===== src/rtl/imem_cache.sv =====
// -----------------------------------------------------------------------------
// imem_cache
// Direct-mapped, read-only instruction cache. It holds 2**INDEX_BITS lines of
// 128 bits, each with a valid bit and a tag. A hit returns the selected 16-bit
// word combinationally in the same cycle. A miss moves to FILL, requests the
// whole line from physical memory, installs it, and then returns to CHECK.
// In CHECK the retried lookup hits and responds.
//
// Optional feature (macro IMEM_CACHE_PERF_CNT_EN):
//   Builds saturating 16-bit hit and miss counters. When the macro is not
//   defined, hit_count and miss_count are tied to 0 and no counter registers
//   are built.
//
// Ports:
//   clk            in   1    clock; all state changes on the rising edge
//   rst_n          in   1    synchronous, active-low reset
//   i_mem_read     in   1    CPU fetch request, held until i_mem_resp
//   i_mem_address  in   16   CPU fetch byte address
//   i_mem_rdata    out  16   instruction word (valid with i_mem_resp)
//   i_mem_resp     out  1    one-cycle response pulse
//   pmem_read      out  1    line-fill request, held until pmem_resp
//   pmem_address   out  16   line-aligned fill address {tag, index, 4'b0}
//   pmem_rdata     in   128  fill line data, valid with pmem_resp
//   pmem_resp      in   1    fill complete pulse
//   hit_count      out  16   fetch hits (0 unless counters are enabled)
//   miss_count     out  16   fetch misses (0 unless counters are enabled)
// -----------------------------------------------------------------------------
module imem_cache #(
  parameter int INDEX_BITS = 3
) (
  input  logic         clk,
  input  logic         rst_n,
  input  logic         i_mem_read,
  input  logic [15:0]  i_mem_address,
  output logic [15:0]  i_mem_rdata,
  output logic         i_mem_resp,
  output logic         pmem_read,
  output logic [15:0]  pmem_address,
  input  logic [127:0] pmem_rdata,
  input  logic         pmem_resp,
  output logic [15:0]  hit_count,
  output logic [15:0]  miss_count
);

  localparam int TAG_BITS = 12 - INDEX_BITS;
  localparam int LINES    = 1 << INDEX_BITS;

  typedef enum logic {
    CHECK = 1'b0,
    FILL  = 1'b1
  } state_t;

  state_t r_state;
  state_t w_state_next;

  logic [LINES-1:0]    r_valid;
  logic [TAG_BITS-1:0] r_tag  [LINES];
  logic [127:0]        r_data [LINES];

  logic [INDEX_BITS-1:0] w_index;
  logic [TAG_BITS-1:0]   w_tag;
  logic [2:0]            w_word_sel;
  logic [127:0]          w_line;
  logic                  w_hit;
  logic                  w_resp;
  logic                  w_pmem_read;
  logic                  w_fill_we;
  logic                  w_unused_addr0;

  assign w_index    = i_mem_address[3+INDEX_BITS:4];
  assign w_tag      = i_mem_address[15:4+INDEX_BITS];
  assign w_word_sel = i_mem_address[3:1];
  // Byte bit 0 does not matter for 16-bit instruction words.
  assign w_unused_addr0 = i_mem_address[0];

  // The arrays are read asynchronously because a hit must respond in the
  // same cycle as the request.
  assign w_line = r_data[w_index];
  assign w_hit  = r_valid[w_index] && (r_tag[w_index] == w_tag);

  assign i_mem_rdata  = w_line[{w_word_sel, 4'b0000} +: 16];
  assign i_mem_resp   = w_resp;
  assign pmem_read    = w_pmem_read;
  assign pmem_address = {i_mem_address[15:4], 4'b0000};

  always_comb begin
    w_state_next = r_state;
    w_resp       = 1'b0;
    w_pmem_read  = 1'b0;
    w_fill_we    = 1'b0;
    case (r_state)
      CHECK: begin
        if (i_mem_read) begin
          if (w_hit) begin
            w_resp = 1'b1;
          end else begin
            w_state_next = FILL;
          end
        end
      end
      FILL: begin
        w_pmem_read = 1'b1;
        // The fill still completes if the CPU has dropped its request.
        // The line is installed, but no response is issued.
        if (pmem_resp) begin
          w_fill_we    = 1'b1;
          w_state_next = CHECK;
        end
      end
      default: w_state_next = CHECK;
    endcase
    // While reset is asserted, suppress every handshake output. This also
    // blocks the line install, so a fill in progress is abandoned cleanly.
    if (!rst_n) begin
      w_resp      = 1'b0;
      w_pmem_read = 1'b0;
      w_fill_we   = 1'b0;
    end
  end

  always_ff @(posedge clk) begin
    if (!rst_n) begin
      r_state <= CHECK;
      r_valid <= '0;
    end else begin
      r_state <= w_state_next;
      if (w_fill_we) begin
        r_valid[w_index] <= 1'b1;
      end
    end
  end

  // The tag and data arrays have no reset. The valid bits alone mark which
  // lines are usable.
  always_ff @(posedge clk) begin
    if (w_fill_we) begin
      r_tag[w_index]  <= w_tag;
      r_data[w_index] <= pmem_rdata;
    end
  end

`ifdef IMEM_CACHE_PERF_CNT_EN
  logic [15:0] r_hit_count;
  logic [15:0] r_miss_count;
  logic        w_miss;

  // A miss is counted once, on the CHECK->FILL transition.
  assign w_miss = rst_n && (r_state == CHECK) && i_mem_read && !w_hit;

  always_ff @(posedge clk) begin
    if (!rst_n) begin
      r_hit_count  <= '0;
      r_miss_count <= '0;
    end else begin
      if (w_resp && (r_hit_count != 16'hFFFF)) begin
        r_hit_count <= r_hit_count + 16'd1;
      end
      if (w_miss && (r_miss_count != 16'hFFFF)) begin
        r_miss_count <= r_miss_count + 16'd1;
      end
    end
  end

  assign hit_count  = r_hit_count;
  assign miss_count = r_miss_count;
`else
  assign hit_count  = 16'd0;
  assign miss_count = 16'd0;
`endif

endmodule


===== config.mk =====
export PLATFORM = sky130hd
export DESIGN_NAME = imem_cache
export DESIGN_NICKNAME = d
export VERILOG_FILES = /design/src/rtl/imem_cache.sv
export SDC_FILE = /design/constraint.sdc
export NUM_CORES = 1
export LEC_CHECK = 0
export CORE_ASPECT_RATIO = 1.1
export CORE_UTILIZATION = 64
export CTS_CLUSTER_SIZE = 10
export DETAILED_ROUTE_END_ITERATION = 10
export MAX_ROUTING_LAYER = met4
export PLACE_DENSITY = 0.82
export SYNTH_ARGS = -nofsm -noshare
export SYNTH_HDL_FRONTEND = slang
export SYNTH_SLANG_ARGS = --single-unit

===== constraint.sdc =====
create_clock -name clk -period 29.1 [get_ports clk]
set_input_delay 4.365 -clock clk [delete_from_list [all_inputs] [get_ports clk]]
set_output_delay 4.365 -clock clk [all_outputs]
set_load 0.005 [all_outputs]

# Word level (Yosys, flattened, before mapping)

Memories as Yosys holds them, arrays and structs flattened.
Index checks and enable logic that the tools add are counted.

Register bits: 9
Memory bits (writable): 1096
Word-level logic and storage cells: 31
Memories: 2

Memories:

| name   | depth | bits a word | read ports | clocked after memory_dff | write ports | line | source |
|---|---|---|---|---|---|---|---|
| r_data | 8     | 128         | 1          | 0                        | 1           | 58   | `logic [127:0] r_data [LINES];` |
| r_tag  | 8     | 9           | 1          | 0                        | 1           | 57   | `logic [TAG_BITS-1:0] r_tag [LINES];` |

$lt $le $gt $ge: 2
Eq/ne operators: 1
Shift operators: 1
Muxes and demuxes: 19
Bitwise gates (word level): 2
Reductions and logical operators: 2

Operators with widths:

| cell                                                                                 | number |
|---|---|
| 128-bit by 8-bit variable part select with 16-bit output                             | 1 |
| 1-bit two-way mux                                                                    | 16 |
| 9-bit equality test                                                                  | 1 |
| 8-bit OR                                                                             | 1 |
| 3-bit by 4-bit less-than comparator with 1-bit output (second input constant)        | 1 |
| 1-bit binary-select mux with 3-bit select                                            | 1 |
| 1-bit demux with 3-bit select                                                        | 1 |
| 3-bit by 1-bit greater-or-equal comparator with 1-bit output (second input constant) | 1 |
| 1-bit logical AND                                                                    | 2 |
| 1-bit one-hot mux with 2 select lines                                                | 1 |
| 1-bit NOT                                                                            | 1 |

# Logic depth before layout (Yosys ltp)

Depth after elaboration: 7
Depth in mapped cells: 11
Gate-level depth less buffers: 7

# Worst setup path after synthesis

No wires, ideal clock.

Kind: input to register
From: input i_mem_address[6]
To: memory r_data[0][0], enable pin
Data arrival time: 14.697 ns
Required time: 28.297 ns
Path slack: 13.600 ns
Stages on the path: 7
Path through: buf_2 buf_4 buf_2 buf_4 buf_4 buf_2 nor3_1

RTL lines:

| what               | line | source |
|---|---|---|
| start: declaration | 34   | `input logic [15:0] i_mem_address,` |
| end: declaration   | 58   |  |

No word-level cell before the write port.

# Worst setup path after layout

From: input i_mem_address[6]
To: output i_mem_rdata[4]

Cells in the longest elaborated chain, start to end: 2

Ends and longest elaborated chain:

| what                                                     | line | source |
|---|---|---|
| memory read 8 x 128 bit                                  | --   |  |
| 128-bit by 8-bit variable part select with 16-bit output | 81   | `assign i_mem_rdata = w_line[{w_word_sel, 4'b0000} +: 16];` |
| end: declaration                                         | 35   | `output logic [15:0] i_mem_rdata,` |

Every way passes these cells.

==> metrics <==
largest net degree at the start of global routing=90; total CTS buffers=120; RePlAce Congestion=0.8318; startpoint types=input port; gr usage total=34.90%; Post-Syn Instances=2398; fraction of registers with async set/reset=0%; Pwr Total=0.003268 W; count of different cell masters after synthesis=57; worst min path class=register to register; Fill cells=3730; TNS Setup=0 ns; Req. time, crit path=24.73 ns; I/O Buffers=176; Peak VDD IR=0.00005800 V; CTS sink count=1105; hold buffers post-CTS=0; Avg Cell Area, Syn=17.94 um2; max cap viols=0; dominant cell type by area after synthesis=edfxtp_1; clock buffer depth=3; Leak=15.69 nW; worst-path fanout max=82; post-CTS setup buffer count=0; area fraction of the dominant cell type after synthesis=76.49%; core area=0.06639 mm2; H-tree levels=3; initial antenna violation count=19; PD cells=67.01 mW/mm2; DP HPWL=60530 um; vias in the first global route=25.58k; Slew Limit Headroom=21.64%; I/O pins=214; CP Class=input port to output port; clk_skew=0.02150 ns; area share of xor/xnor cells in the synthesized design=0.1832%; Worst Tran Pin Value=1.175 ns; drt wl/cell=32.83 um; Iter 0 DRT Violations=3615; root buf cell=clkbuf_16; Multi-input gate area=0.009015 mm2; cts repair resizes=0; Setup WS pre-CTS=15.16 ns; Die ar.=0.06827 mm2; Skew-Pair Late Insertion Delay=0.67 ns; status=complete, no violations; Routed Wire Length=115000 um; number of synthesized flops with an enable pin=1096; register area=0.03309 mm2; DRC Markers=0; largest family of logic cells by synthesized area=multiplexers; post-synthesis to final-layout area growth=13.35%; Worst Slack Setup Final=15.13 ns; Yosys reg bits=1105; Synth Area in Adders=0%; First-pass DRT Iterations=6; DR vias/cell=7.181; commonest register cell after synthesis=edfxtp_1; sequential area share after synthesis=76.91%; gr ovfl total=0; Clock transition at path regs=0.05 ns; die height=273.9 um; Crit path top cell by count=buf_4; Tcrit/Tclk final=48.00%; RSZ-0062 raised after global routing=no; Simple-Gate Fraction of Synth Area=2.370%; synthesized cell area=0.04303 mm2; via count of the routed design=25.16k; Initial Util=64.80%; Crit. End Element=output port; crit path time final=13.97 ns; Slowest-stage cell, CP=nor3_1; die span in x=249.2 um; row count=99; Synth area leaders=edfxtp_1 76%, mux4_2 4.3%, mux2i_1 3.0%, mux2_2 2.0%, a221oi_1 1.9%; post-synthesis compound-gate area fraction=8.576%; antenna viol nets, final=0; Final Hold Fails=0; global-route wire length before repair=166300 um; Yosys Warn Count=0; ratio of cells with drive above 1 in the final layout=14.68%; nets@finish=2740; proportion of synthesized area in mux cells=9.280%; Max Freq=71.60 MHz; max-slew violation count=0; CP cell instances=buf_8 > buf_4 > buf_4 > buf_4 > mux2i_1 > nor2_1 > a21oi_1 > o221ai_1 > a21oi_1 > nor3_1 > o32a_1 > clkdlybuf4s50_1; Final setup viols=0; worst endpoint data arrival time=9.60 ns; crit-path max cell delay=0.84 ns; CTS tree=built
cell usage after synthesis, types with 3 or more instances:
cell,count
nor3_1,13
o221ai_1,19
a222oi_1,6
a211oi_1,9
inv_1,3
nor2_1,116
a221o_1,14
o311ai_0,3
a311oi_1,5
buf_1,7
mux2i_1,130
o32a_1,3
a221oi_1,91
and2_1,5
nand2b_1,5
nor2b_1,6
nand3_1,7
xor2_1,3
buf_6,3
o21a_1,10
dfxtp_1,9
a22oi_1,51
a22o_1,22
mux2_2,75
nand2_1,90
a32oi_1,8
buf_4,71
a2111oi_0,3
o311a_1,4
o21ai_0,108
xnor2_1,6
a31oi_1,12
mux4_2,82
clkbuf_1,70
buf_2,54
o211ai_1,12
a211o_1,4
edfxtp_1,1096
o22ai_1,12
a21oi_1,129
where the power goes:
group | switching [W] | total, W | internal, W
sequential | 0.00000184 | 0.00176 | 0.00176
combinational | 0.000125 | 0.000198 | 0.0000725
clock | 0.000555 | 0.00131 | 0.000755
cells by family after synthesis:
kind of cell / Yosys count
flip-flops: 1105
AO/OA/AOI/OAI: 536
multiplexers: 287
AND/OR/NAND/NOR: 249
buffers and inverters: 211
XOR/XNOR: 9
other: 1
worst paths after layout:
path / start / end / slack, ns / cells past startpoint
setup reg to reg: r_state / r_data[6][45] / 25.45 / 5
hold reg to reg: r_valid[1] / r_valid[1] / 0.46 / 1
hold / removal: r_valid[1] / r_valid[1] / 0.46 / 1
setup / recovery: i_mem_address[6] / i_mem_rdata[4] / 15.13 / 12
layout make-up:
type | instances | area share, %
Tap cell | 858 | 2.201
Clock buffer | 150 | 6.584
Clock inverter | 3 | 0.05901
Antenna cell | 22 | 0.1129
Timing Repair Buffer | 242 | 4.652
Sequential cell | 1105 | 67.86
Inverter | 6 | 0.04875
Multi-Input combinational cell | 1117 | 18.49
worst max-delay path, delay by kind of cell:
kind | cells | cell delay, ns
compound gates | 4 | 0.80
buf+inv | 5 | 3.19
mux | 1 | 0.15
simple gates | 2 | 0.94
stage by stage:
step | cells | util, % | cell area, um2 | hold WS [ns]
after floorplan | 2433 | - | 43160 | 0.4354
after global placement | 3328 | 68.49 | 45470 | 0.4408
after detailed placement | 3328 | 68.49 | 45470 | 0.4476
after CTS | 3481 | 73.37 | 48710 | 0.4599
after global routing | 3501 | 73.44 | 48760 | 0.4799
final | 3503 | 73.45 | 48770 | 0.4587
registers in the layout (all words and copies together) (netlist names):
name	flops
r_valid	8
r_state	1
r_tag	72
r_data	1024
layer usage:
layer | GRT usage (%) | part of all wire, % | up-vias | routed length, um
li1 | - | - | 10040 | -
met1 | 43.82 | 34 | 12600 | 38760
met2 | 54.70 | 49 | 2163 | 56230
met3 | 7.471 | 13 | 349 | 14540
met4 | 17.19 | 4.8 | 0 | 5488
met5 | - | 0 | - | 0
layout by cell type, fill, tap and decap left out, types with 82 or more instances in the layout:
master           netlist  routed
a21oi_1              129     129
a221oi_1              91      91
clkbuf_16              0     124
clkdlybuf4s50_1        0     170
edfxtp_1            1096    1096
mux2i_1              130     130
mux4_2                82      82
nand2_1               90      90
nor2_1               116     110
o21ai_0              108     108
(Power assumes the default switching activity.)
